### config.mk
export PLATFORM = sky130hd
export DESIGN_NAME = flash_playback_sequencer
export DESIGN_NICKNAME = d
export VERILOG_FILES = /design/src/rtl/playback_pkg.sv /design/src/rtl/flash_addr_counter.sv /design/src/rtl/flash_playback_sequencer.sv
export SDC_FILE = /design/constraint.sdc
export NUM_CORES = 1
export LEC_CHECK = 0
export ABC_AREA = 0
export CAP_MARGIN = 0
export CORE_MARGIN = 3
export CORE_UTILIZATION = 50
export CTS_CLUSTER_DIAMETER = 30
export DETAILED_ROUTE_END_ITERATION = 16
export MAX_ROUTING_LAYER = met4
export PLACE_DENSITY = 0.77
export SLEW_MARGIN = 20
export SYNTH_ARGS = -nofsm -noshare
export SYNTH_HDL_FRONTEND = slang
export SYNTH_SLANG_ARGS = --single-unit
### constraint.sdc
create_clock -name CLOCK_50 -period 2.9 [get_ports CLOCK_50]
set_input_delay 0.29 -clock CLOCK_50 [delete_from_list [all_inputs] [get_ports CLOCK_50]]
set_output_delay 0.29 -clock CLOCK_50 [all_outputs]
set_load 0.01 [all_outputs]
### src/rtl/playback_pkg.sv
// Shared types and constants for the flash audio playback sequencer.
// Covers the FSM state encoding, bus widths and default sample region.
package playback_pkg;

    localparam int unsigned ADDR_W   = 23;
    localparam int unsigned WORD_W   = 32;
    localparam int unsigned SAMPLE_W = 16;
    localparam int unsigned BE_W     = 4;

    localparam logic [BE_W-1:0]   BYTEEN_ALL     = 4'hF;
    localparam logic [ADDR_W-1:0] DEF_START_ADDR = 23'h0;
    localparam logic [ADDR_W-1:0] DEF_END_ADDR   = 23'h7FFFF;

    typedef enum logic [2:0] {
        IDLE,
        REQ,
        WAIT_DATA,
        EMIT1,
        HOLD,
        EMIT2
    } state_t;

    // Select one 16-bit half of a flash word: hi=1 gives [31:16].
    function automatic logic [SAMPLE_W-1:0] pick_half(input logic [WORD_W-1:0] word,
                                                      input logic              hi);
        return hi ? word[WORD_W-1 -: SAMPLE_W] : word[SAMPLE_W-1:0];
    endfunction

endpackage

### src/rtl/flash_addr_counter.sv
// Bidirectional word-address counter that wraps inside [START_ADDR, END_ADDR].
// Load jumps to the traversal start for the given direction and has priority over step.
module flash_addr_counter
    import playback_pkg::*;
#(
    parameter logic [ADDR_W-1:0] START_ADDR = DEF_START_ADDR,
    parameter logic [ADDR_W-1:0] END_ADDR   = DEF_END_ADDR
) (
    input  logic              clk,
    input  logic              rst_n,
    input  logic              i_load,
    input  logic              i_step,
    input  logic              i_dir,
    output logic [ADDR_W-1:0] o_addr
);

    logic [ADDR_W-1:0] r_addr;

    always_ff @(posedge clk or negedge rst_n) begin
        if (!rst_n) begin
            r_addr <= START_ADDR;
        end else if (i_load) begin
            r_addr <= i_dir ? END_ADDR : START_ADDR;
        end else if (i_step) begin
            if (!i_dir) begin
                r_addr <= (r_addr == END_ADDR) ? START_ADDR : r_addr + ADDR_W'(1);
            end else begin
                r_addr <= (r_addr == START_ADDR) ? END_ADDR : r_addr - ADDR_W'(1);
            end
        end
    end

    assign o_addr = r_addr;

endmodule

### src/rtl/flash_playback_sequencer.sv
// Fetches one 32-bit flash word per sample tick over Avalon-MM and plays its
// two 16-bit halves on successive ticks, with direction, pause and restart.
module flash_playback_sequencer
    import playback_pkg::*;
#(
    parameter logic [ADDR_W-1:0] START_ADDR = DEF_START_ADDR,
    parameter logic [ADDR_W-1:0] END_ADDR   = DEF_END_ADDR
) (
    input  logic                CLOCK_50,
    input  logic                reset_n,
    input  logic                sample_tick,
    input  logic                play,
    input  logic                dir,
    input  logic                restart,
    output logic                flash_mem_read,
    input  logic                flash_mem_waitrequest,
    output logic [ADDR_W-1:0]   flash_mem_address,
    output logic [BE_W-1:0]     flash_mem_byteenable,
    input  logic [WORD_W-1:0]   flash_mem_readdata,
    input  logic                flash_mem_readdatavalid,
    output logic [SAMPLE_W-1:0] audio_sample,
    output logic                sample_valid,
    output logic                busy
);

    state_t              r_state;
    state_t              w_next_state;
    logic                r_restart_pend;
    logic                w_restart;
    logic                w_fire;
    logic                w_cap;
    logic                w_emit2;
    logic                w_step;
    logic                w_cnt_dir;
    logic [WORD_W-1:0]   r_word_q;
    logic                r_dir_q;
    logic                r_read;
    logic                r_busy;
    logic                r_valid;
    logic [SAMPLE_W-1:0] r_sample;
    logic [ADDR_W-1:0]   w_addr;

    // A restart pulse in the current cycle counts the same as one already pending.
    assign w_restart = restart | r_restart_pend;

    always_ff @(posedge CLOCK_50 or negedge reset_n) begin
        if (!reset_n) begin
            r_state        <= IDLE;
            r_restart_pend <= 1'b0;
        end else begin
            r_state        <= w_next_state;
            r_restart_pend <= w_fire ? 1'b0 : (restart ? 1'b1 : r_restart_pend);
        end
    end

    always_comb begin
        w_next_state = r_state;
        w_fire       = 1'b0;
        w_cap        = 1'b0;
        w_emit2      = 1'b0;
        w_step       = 1'b0;
        case (r_state)
            IDLE: begin
                if (w_restart) begin
                    w_fire = 1'b1;
                end else if (sample_tick && play) begin
                    w_next_state = REQ;
                end
            end
            REQ: begin
                if (!flash_mem_waitrequest) begin
                    w_next_state = WAIT_DATA;
                end
            end
            WAIT_DATA: begin
                // Restart discards the returned word rather than aborting the read.
                if (flash_mem_readdatavalid) begin
                    if (w_restart) begin
                        w_fire       = 1'b1;
                        w_next_state = IDLE;
                    end else begin
                        w_cap        = 1'b1;
                        w_next_state = EMIT1;
                    end
                end
            end
            EMIT1: begin
                w_next_state = HOLD;
            end
            HOLD: begin
                if (w_restart) begin
                    w_fire       = 1'b1;
                    w_next_state = IDLE;
                end else if (sample_tick && play) begin
                    w_emit2      = 1'b1;
                    w_next_state = EMIT2;
                end
            end
            EMIT2: begin
                w_next_state = IDLE;
                if (w_restart) begin
                    w_fire = 1'b1;
                end else begin
                    w_step = 1'b1;
                end
            end
            default: begin
                w_next_state = IDLE;
            end
        endcase
    end

    // Outputs are decoded from the next state so they line up with the state they describe.
    always_ff @(posedge CLOCK_50 or negedge reset_n) begin
        if (!reset_n) begin
            r_read   <= 1'b0;
            r_busy   <= 1'b0;
            r_valid  <= 1'b0;
            r_sample <= '0;
            r_word_q <= '0;
            r_dir_q  <= 1'b0;
        end else begin
            r_read  <= (w_next_state == REQ);
            r_busy  <= (w_next_state == REQ) || (w_next_state == WAIT_DATA);
            r_valid <= w_cap || w_emit2;
            if (w_cap) begin
                r_word_q <= flash_mem_readdata;
                r_dir_q  <= dir;
                r_sample <= pick_half(flash_mem_readdata, dir);
            end else if (w_emit2) begin
                r_sample <= pick_half(r_word_q, !r_dir_q);
            end
        end
    end

    // Restart loads with the live direction; a normal step uses the captured one.
    assign w_cnt_dir = w_fire ? dir : r_dir_q;

    flash_addr_counter #(
        .START_ADDR(START_ADDR),
        .END_ADDR  (END_ADDR)
    ) u_addr_cnt (
        .clk   (CLOCK_50),
        .rst_n (reset_n),
        .i_load(w_fire),
        .i_step(w_step),
        .i_dir (w_cnt_dir),
        .o_addr(w_addr)
    );

    assign flash_mem_read       = r_read;
    assign flash_mem_address    = w_addr;
    assign flash_mem_byteenable = BYTEEN_ALL;
    assign audio_sample         = r_sample;
    assign sample_valid         = r_valid;
    assign busy                 = r_busy;

endmodule

==> impl_metrics.ini, run 1 <==
[outcome]
violations = hold timing
status = finished with violations

[placed_design]
portBuffers = 81
pre_cts_ws_ns = 0.3649
dp.cells = 648
dp_hpwl_mm = 8.185
globalplace.congestion = 0.9394
placed_area_um2 = 5588

[yosys]
ys_ff_latch = 79
ys.flop_type = dfrtp_1
yosys_warnings = 0
syn_avg_cell_area_um2 = 10.13
synthCells = 470
async_flop_share_pct = 100.0
ys_types = 74
ys_seq_area_share_pct = 41.51
synth_edf_count = 0
netlist_area_um2 = 4762

[pwr]
peakVddDrop_v = 0.0004449
leakage_nw = 2.375
power_mw = 5.217
p_per_area_nw_per_um2 = 900.7

[global_route]
first_global_vias = 4001
grt_pass1_wl_mm = 20.07
overflow = 0
grt_max_degree = 80
track_usage_pct = 23.18
antenna_found_initial = 0

[sta]
min_period_ns = 2.521
drv_slew = 0
tightest_slew_ns = 0.7816
fmax_ghz = 0.3967
skew_ns = 0.008582
relSlewSlack_pct = 47.89
timing.hold.ws_ns = -0.02856
finalSetupViolCount = 0
rsz0062_at_grt = false
setup_tns_ns = 0
fin_ws_ns = 0.3790
hold_viol = 28
fin_crit_sh_pct = 86.93

[setup_path]
crit_path_max_fanout = 10
crit_required_ns = 3.11
path_class = flip-flop to flip-flop
worst_ep_arrival_time_ns = 2.73
crit_path_start_kind = flip-flop
end_kind = flip-flop

[routing]
avgViaCountPerCell = 6.003
drt_first_iter_violations = 230
drc_errors = 0
dr.pass1.iters = 4
wl_per_cell_um = 17.86
vias = 3986
ant_nets = 0
wl_mm = 11.86

[floorplanning]
num_rows = 34
ioPinCount = 86
start_util_pct = 53.05
die_w_um = 103.6
dieHeight_um = 103.6
die-area_um2 = 10730
core-area_um2 = 8976

[cts]
clkTransAtPathRegs_ns = 0.08
post_cts_buffers = 0
cts_buffers = 9
hold_buffers = 0
clock_latency_ns = 0.35
cts.repair.resized = 0
clockBufferDepth = 2
htreeDepth = 3
root_buffer = clkbuf_8
clock_sinks = 79
cts_tree = built

[finish]
area_growth_pct = 21.62
antenna_cells = 0
drive_above_1_share_pct = 14.31
fill_cells = 741
fin_cells = 664
post-route-cell-area_um2 = 5792
postLayoutCoreUtil_pct = 64.52
nets = 576

[hold_path]
min_path_type = input port to asynchronous set/reset pin

[flow_run]
cap_violations = 0
cells in the final DEF (no fill, tap or decap), types with 4 or more instances in the layout:
| master | n |
|---|---|
| buf_4 | 10 |
| a21oi_1 | 16 |
| nor2_1 | 16 |
| and2_1 | 5 |
| xor2_1 | 7 |
| xnor2_1 | 12 |
| a211o_1 | 4 |
| dfrtp_1 | 79 |
| clkdlybuf4s50_1 | 80 |
| nor4_1 | 8 |
| a31oi_1 | 4 |
| nand2_1 | 44 |
| o21ai_0 | 18 |
| nand3_1 | 11 |
| o221ai_1 | 17 |
| nor2b_1 | 4 |
| conb_1 | 4 |
| mux2_2 | 32 |
| inv_1 | 10 |
| a211oi_1 | 6 |
| o211ai_1 | 8 |
| clkbuf_8 | 10 |
| and3_1 | 6 |
| a221o_1 | 6 |
| nor3_1 | 14 |
| mux2i_1 | 34 |
logic make-up after synthesis:
kind of cell	after synthesis	share of synthesized area [%]
buffers and inverters	52	5.544
AOI/OAI and AO/OA	107	16.61
and+or+nand+nor	143	17.26
adders and majority gates	3	0.7883
DFF	79	41.51
xor gates and xnor gates	19	3.494
other	1	0.07875
muxes	66	14.71
cell usage after synthesis, types with 3 or more instances:
master | n | area (um^2)
buf_6 | 5 | 56.30
o311ai_0 | 3 | 26.28
nor3_1 | 14 | 70.07
and3_1 | 6 | 37.54
dfrtp_1 | 79 | 1977
mux2i_1 | 34 | 340.3
buf_4 | 5 | 37.54
inv_1 | 10 | 37.54
a211o_1 | 4 | 35.03
a221o_1 | 6 | 60.06
a31oi_1 | 4 | 25.02
o221ai_1 | 17 | 148.9
o21ai_0 | 18 | 90.09
nor2_1 | 16 | 60.06
nand3_1 | 11 | 55.05
clkbuf_1 | 21 | 78.83
buf_2 | 9 | 45.04
a211oi_1 | 6 | 45.04
or3_1 | 3 | 18.77
nor4_1 | 8 | 50.05
xor2_1 | 7 | 61.31
o211ai_1 | 8 | 60.06
nand2_1 | 44 | 165.2
mux2_2 | 32 | 360.4
a21oi_1 | 16 | 80.08
xnor2_1 | 12 | 105.1
or4_1 | 3 | 22.52
and2_1 | 5 | 31.28
nor2b_1 | 4 | 25.02
nand3_2 | 3 | 30.03
ha_1 | 3 | 37.54
o22ai_1 | 3 | 18.77
state kept, by name, summed over array words and instances (netlist names):
signal and count:
r_word_q 32, u_addr_cnt.o_addr 23, audio_sample 16, r_state 3, busy 1, flash_mem_read 1
r_dir_q 1, r_restart_pend 1, sample_valid 1
area by class of cell:
cell class / count / area [um^2] / area share (%)
multi-input combinational: 342 / 2532 / 43.72
sequential: 79 / 1977 / 34.13
timing repair buffer: 91 / 887.1 / 15.32
tap: 126 / 157.7 / 2.722
clock buffer: 12 / 145.1 / 2.506
clock inverter: 4 / 55.05 / 0.9505
inverter: 10 / 37.54 / 0.6481
where the power goes:
group | total, mW | switching (mW) | internal, mW | leakage [nW]
Sequential | 2.09 | 0.536 | 1.55 | 1.01
Combinational | 2.30 | 1.12 | 1.18 | 1.27
Clock | 0.829 | 0.403 | 0.425 | 0.0968
Total | 5.22 | 2.06 | 3.16 | 2.38
worst max-delay path, stage by stage (launching register included):
cell	delay, ns
dfrtp_1	0.46
inv_1	0.12
ha_1	0.18
nor4b_1	0.46
nand2_1	0.36
nor4_1	0.34
o21ai_0	0.18
a21oi_1	0.14
o311ai_0	0.14
path summary, 6_finish.rpt:
path	from	cells after the start	end	slack (ns)
min in group CLOCK_50	audio_sample[10]	2	audio_sample[10]	0.50
setup / recovery	u_addr_cnt.o_addr[0]	8	u_addr_cnt.o_addr[12]	0.38
setup reg to reg	u_addr_cnt.o_addr[0]	8	u_addr_cnt.o_addr[12]	0.38
hold / removal	reset_n	1	u_addr_cnt.o_addr[10]	-0.03
hold reg to reg	audio_sample[10]	2	audio_sample[10]	0.50
max in group asynchronous	reset_n	1	flash_mem_read	2.43
metal layers:
| layer | routed length (um) | GRT usage [%] | share of wire, % | up-vias |
|---|---|---|---|---|
| li1 | - | - | - | 1875 |
| met3 | 695 | 4.913 | 5.9 | 25 |
| met2 | 5843 | 37.52 | 49 | 145 |
| met1 | 5103 | 29.10 | 43 | 1941 |
| met5 | 0 | - | 0 | - |
| met4 | 216 | 7.882 | 1.8 | 0 |
(Power assumes the default switching activity.)
==> run 2, diff against run 1 <==
--- a/config.mk
+++ b/config.mk
@@ -8,11 +8,11 @@
 export ABC_AREA = 0
 export CAP_MARGIN = 0
 export CORE_MARGIN = 3
-export CORE_UTILIZATION = 50
+export CORE_UTILIZATION = 49
 export CTS_CLUSTER_DIAMETER = 30
 export DETAILED_ROUTE_END_ITERATION = 16
 export MAX_ROUTING_LAYER = met4
-export PLACE_DENSITY = 0.77
+export PLACE_DENSITY = 0.75
 export SLEW_MARGIN = 20
 export SYNTH_ARGS = -nofsm -noshare
 export SYNTH_HDL_FRONTEND = slang
==> run 2 against run 1 <==
Net effect:
- the run still ends with hold timing left
- sequential share of layout area down 0.36 points
- setup slack better by 0.012 ns
- count of clock-buffer cells in the layout down 3
- fmax up 0.47%
- global-route usage up 0.10 points
- clock power up 27%
- combinational power about the same
- power up 4.4%
- clock skew up 0.0043 ns
- via count up 1.8%
- hold slack worse by 0.027 ns
==> impl_metrics.ini, run 2 (synthesis gave the netlist of run 1 again) <==
[outcome]
status = finished with violations
violations = hold timing

[placed_design]
portBuffers = 81
dp.cells = 652
globalplace.congestion = 0.9352
dp_hpwl_mm = 8.473

[finish]
final_cell_mix = clkdlybuf4s50_1 (80), dfrtp_1 (79), nand2_1 (44)
area_growth_pct = 22.94
largest_reg_flops = 32
nets = 577
multi_input_area_um2 = 2532
fin_cells = 668
antenna_cells = 0
regArea_um2 = 1977
fill_cells = 789
regMostFlops = r_word_q
drive_above_1_share_pct = 14.84
final_common_cell = clkdlybuf4s50_1
postLayoutCoreUtil_pct = 62.76

[floorplanning]
start_util_pct = 51.05
dieHeight_um = 104.6
die-area_um2 = 10940
num_rows = 35
ioPinCount = 86
core-area_um2 = 9328
die_w_um = 104.6

[setup_path]
path_class = flip-flop to flip-flop
crit_path_start_kind = flip-flop
critPathSlowestCell = nor4b_1
cpPeakStageDelay_ns = 0.50
worst_ep_arrival_time_ns = 2.79
end_kind = flip-flop
cp_common_cell = mux2i_1
crit_required_ns = 3.18
path_cells = inv_1 -> ha_1 -> nor4b_1 -> nand2_1 -> buf_4 -> nor3_1 -> mux2i_1 -> nand3b_1 -> mux2i_1
crit_path_max_fanout = 7

[cts]
cts.repair.resized = 0
cts_tree = built
post_cts_buffers = 0
clkTransAtPathRegs_ns = 0.10
htreeDepth = 3
clock_latency_ns = 0.36
clockBufferDepth = 2
root_buffer = clkbuf_8
clock_sinks = 79
hold_buffers = 0
cts_buffers = 9

[routing]
wl_mm = 12.34
drc_errors = 0
avgViaCountPerCell = 6.073
drt_first_iter_violations = 196
highest_layer = met4
ant_nets = 0
wl_per_cell_um = 18.48
vias = 4057
met3_length_um = 885
dr.pass1.iters = 5
m1WireLength_mm = 5.269
routed-wl-met2_mm = 5.944

[sta]
fin_crit_sh_pct = 86.52
hold_viol = 36
skew_ns = 0.01286
tightest_slew_ns = 0.7575
timing.hold.ws_ns = -0.05509
setup_tns_ns = 0
min_period_ns = 2.509
drv_slew = 0
fmax_ghz = 0.3985
rsz0062_at_grt = false
relSlewSlack_pct = 49.49
finalSetupViolCount = 0

[flow_run]
cap_violations = 0

[pwr]
switching_share_pct = 39.16
p_int_mw = 3.315
p_switching_mw = 2.134
seq_power_share_pct = 38.6
p_per_area_nw_per_um2 = 930.6
peakVddDrop_v = 0.0004382
combPwrFrac_pct = 42.2
power_frac_clock_pct = 19.2
leakage_nw = 2.408

[global_route]
antenna_found_initial = 0
track_usage_pct = 23.28
grt_max_degree = 80
first_global_vias = 4120
grt_pass1_wl_mm = 20.42
overflow = 0

[hold_path]
min_path_type = input port to asynchronous set/reset pin
==> run 2: cell count changes in the layout (fill, tap and decap cells not counted), sizes merged <==
cell	previous run	this run
buf	11	12
bufinv	1	3
clkbuf	12	9
clkinv	2	1
clkinvlp	1	0
inv	10	13
==> run 2: layer usage <==
metal | vias to the layer above | GRT usage (%)
li1 | 1875 | -
met4 | 0 | 7.685
met3 | 28 | 5.188
met1 | 1972 | 29.23
met2 | 182 | 37.59
met5 | - | -
==> run 2: power by group through the flow <==
| stage | Combinational [mW] | Sequential, mW | Clock (mW) |
|---|---|---|---|
| 6_report | 2.30 | 2.10 | 1.05 |
| 5_1_grt | 2.50 | 2.17 | 1.11 |
| 4_1_cts | 2.31 | 2.09 | 1.06 |
| 3_5_place_dp | 2.30 | 2.10 | 0 |
| 3_3_place_gp | 2.24 | 2.08 | 0 |
| 2_1_floorplan | 1.60 | 1.92 | 0 |
==> run 2: metrics by stage <==
step                      setup slack [ns]  total power, mW  hold slack (ns)  instance area [um^2]
after global routing                0.1886            5.782         0.007573                  5854
final                               0.3909            5.448         -0.05509                  5854
after floorplan                     0.8681            3.520        -0.005591                  4773
after detailed placement            0.3637            4.399           0.4881                  5599
after global placement              0.4057            4.329           0.4763                  5599
after CTS                           0.4349            5.461           0.1389                  5851
==> run 2: worst max-delay path, delay by kind of cell, from the launching register on <==
kind	cells	cell delay [ns]
AND/OR/NAND/NOR	4	1.12
flip-flops	1	0.49
buffers and inverters	2	0.37
multiplexers	2	0.26
adder cells (fa/ha/maj)	1	0.19
==> run 2: cell type report <==
cell class / instances / share of cell area (%)
clock buffers: 9 / 2.116
multi-input cells: 342 / 43.26
flip-flops and latches: 79 / 33.77
inverters: 10 / 0.6412
repair buffers: 92 / 15.28
well taps: 129 / 2.757
clock inverters: 7 / 2.180
==> run 2: worst paths after layout <==
path / start / endpoint / slack, ns / cells after the start
max: u_addr_cnt.o_addr[0] / u_addr_cnt.o_addr[22] / 0.39 / 9
min: reset_n / u_addr_cnt.o_addr[11] / -0.06 / 1
max reg2reg: u_addr_cnt.o_addr[0] / u_addr_cnt.o_addr[22] / 0.39 / 9
min reg2reg: r_word_q[22] / r_word_q[22] / 0.51 / 1
max in group asynchronous: reset_n / r_word_q[0] / 2.42 / 1
min in group CLOCK_50: r_word_q[22] / r_word_q[22] / 0.51 / 1
==> run 3, diff against run 2 <==
--- a/config.mk
+++ b/config.mk
@@ -8,11 +8,12 @@
 export ABC_AREA = 0
 export CAP_MARGIN = 0
 export CORE_MARGIN = 3
-export CORE_UTILIZATION = 49
+export CORE_UTILIZATION = 53
 export CTS_CLUSTER_DIAMETER = 30
 export DETAILED_ROUTE_END_ITERATION = 16
 export MAX_ROUTING_LAYER = met4
-export PLACE_DENSITY = 0.75
+export PLACE_DENSITY = 0.8
+export SETUP_SLACK_MARGIN = 0.2
 export SLEW_MARGIN = 20
 export SYNTH_ARGS = -nofsm -noshare
 export SYNTH_HDL_FRONTEND = slang
==> run 3 against run 2 <==
Net effect:
- sequential share of layout area grew 0.45 points
- critical path type unchanged
- cell area fell by 1.3%
- the run now ends clean
- largest power group unchanged
- cell count fell by 3.3%
- fmax rose by 7.7%
- wire length down 3.0%
- clock skew grew 0.0061 ns
- core utilization is 5.5 points higher
==> impl_metrics.ini, run 3 (synthesis gave the netlist of run 1 again) <==
[cts]
clock_sinks = 79
htreeDepth = 3
cts_buffers = 9
cts_tree = built
post_cts_buffers = 0
clkTransAtPathRegs_ns = 0.11
clockBufferDepth = 2
root_buffer = clkbuf_8
hold_buffers = 0
clock_latency_ns = 0.37

[floorplanning]
die_w_um = 100.8
ioPinCount = 86
die-area_um2 = 10160
num_rows = 33
core-area_um2 = 8464
start_util_pct = 56.26
dieHeight_um = 100.8

[global_route]
first_global_vias = 4016
grt_pass1_wl_mm = 19.59
track_usage_pct = 25.10
antenna_found_initial = 0
grt_max_degree = 80
overflow = 0

[pwr]
peakVddDrop_v = 0.0004442
p_per_area_nw_per_um2 = 904.1
leakage_nw = 2.378
power_mw = 5.223

[setup_path]
critPathSlowestCell = dfrtp_1
path_buf_inv = 0
reg2regPathDepth = 7
cpPeakStageDelay_ns = 0.50
crit_family = simple AND/OR/NAND/NOR gates
end_kind = flip-flop
reg2reg_setup_slack_ns = 0.57
worst_ep_arrival_time_ns = 2.58
crit_cells = 7
path_cells = ha_1 -> nand2_1 -> nor4_2 -> and2_1 -> a21oi_1 -> nor3b_1 -> o31a_1
crit_path_start_kind = flip-flop
path_class = flip-flop to flip-flop
crit_path_max_fanout = 7
crit_required_ns = 3.15

[finish]
nets = 579
area_growth_pct = 21.31
fill_cells = 655
final_common_cell = clkdlybuf4s50_1
regArea_um2 = 1977
antenna_cells = 0
fin_cells = 646
multi_input_area_um2 = 2539
regMostFlops = r_word_q
drive_above_1_share_pct = 15.34
largest_reg_flops = 32
final_cell_mix = clkdlybuf4s50_1 (80), dfrtp_1 (79), nand2_1 (44)

[placed_design]
pre_cts_ws_ns = 0.4029
globalplace.congestion = 0.9785
portBuffers = 81
dp.cells = 630
dp_hpwl_mm = 8.270

[sta]
min_period_ns = 2.329
fmax_ghz = 0.4294
rsz0062_at_grt = false
hold_viol = 0
relSlewSlack_pct = 33.12
skew_ns = 0.01899
finalSetupViolCount = 0
fin_crit_sh_pct = 80.31
fin_ws_ns = 0.5710
setup_tns_ns = 0
drv_slew = 0
tightest_slew_ns = 1.003

[routing]
wl_mm = 11.98
wl_per_cell_um = 18.54
vias = 4064
avgViaCountPerCell = 6.291
drc_errors = 0
drt_first_iter_violations = 299
dr.pass1.iters = 4
ant_nets = 0

[flow_run]
cap_violations = 0

[outcome]
status = completed

[hold_path]
min_path_type = input port to asynchronous set/reset pin
-- run 3: layout make-up --
class                      count  area share [%]
multi-input combinational    342           43.95
inverter                      10          0.6498
clock buffer                   9           2.144
clock inverter                 7           1.083
timing repair buffer          94           15.68
tap                          105           2.274
sequential                    79           34.22
-- run 3: final timing paths --
check | start | to
max | u_addr_cnt.o_addr[0] | u_addr_cnt.o_addr[21]
min | reset_n | u_addr_cnt.o_addr[11]
max reg2reg | u_addr_cnt.o_addr[0] | u_addr_cnt.o_addr[21]
min reg2reg | audio_sample[0] | audio_sample[0]
max in group asynchronous | reset_n | r_word_q[24]
min in group CLOCK_50 | audio_sample[0] | audio_sample[0]
-- run 3: where the power goes --
part           internal [mW]  leakage [nW]  switching [mW]
clock network          0.329        0.0863           0.479
registers               1.55          1.01           0.536
logic                   1.20          1.28            1.12
total                   3.08          2.38            2.14
-- run 3: worst reg2reg max path: stages (launching register included) --
cell and delay (ns):
dfrtp_1 0.50, ha_1 0.28, nand2_1 0.17, nor4_2 0.39
and2_1 0.28, a21oi_1 0.18, nor3b_1 0.18, o31a_1 0.24
-- run 3: per-layer routing --
metal	vias up	track usage [%]	part of all wire [%]
met2	155	39.14	48
met1	1993	31.46	42
met5	-	-	0
met4	0	11.71	2.5
li1	1883	-	-
met3	33	4.983	6.6
-- run 3: through the flow --
| step | area [um^2] | hold WS [ns] | util [%] |
|---|---|---|---|
| floorplan | 4773 | -0.005591 | - |
| global placement | 5584 | 0.4757 | 65.97 |
| detailed placement | 5584 | 0.4836 | 65.97 |
| CTS | 5771 | 0.1168 | 68.17 |
| global route | 5777 | 0.1555 | 68.25 |
| finish | 5777 | 0.06958 | 68.25 |
-- run 3: what timing repair did --
| action | 4_1_cts | 5_1_grt |
|---|---|---|
| gates resized for setup | 0 | 1 |
| hold endpoints to repair | 0 | 0 |
| setup endpoints to repair | 0 | 3 |
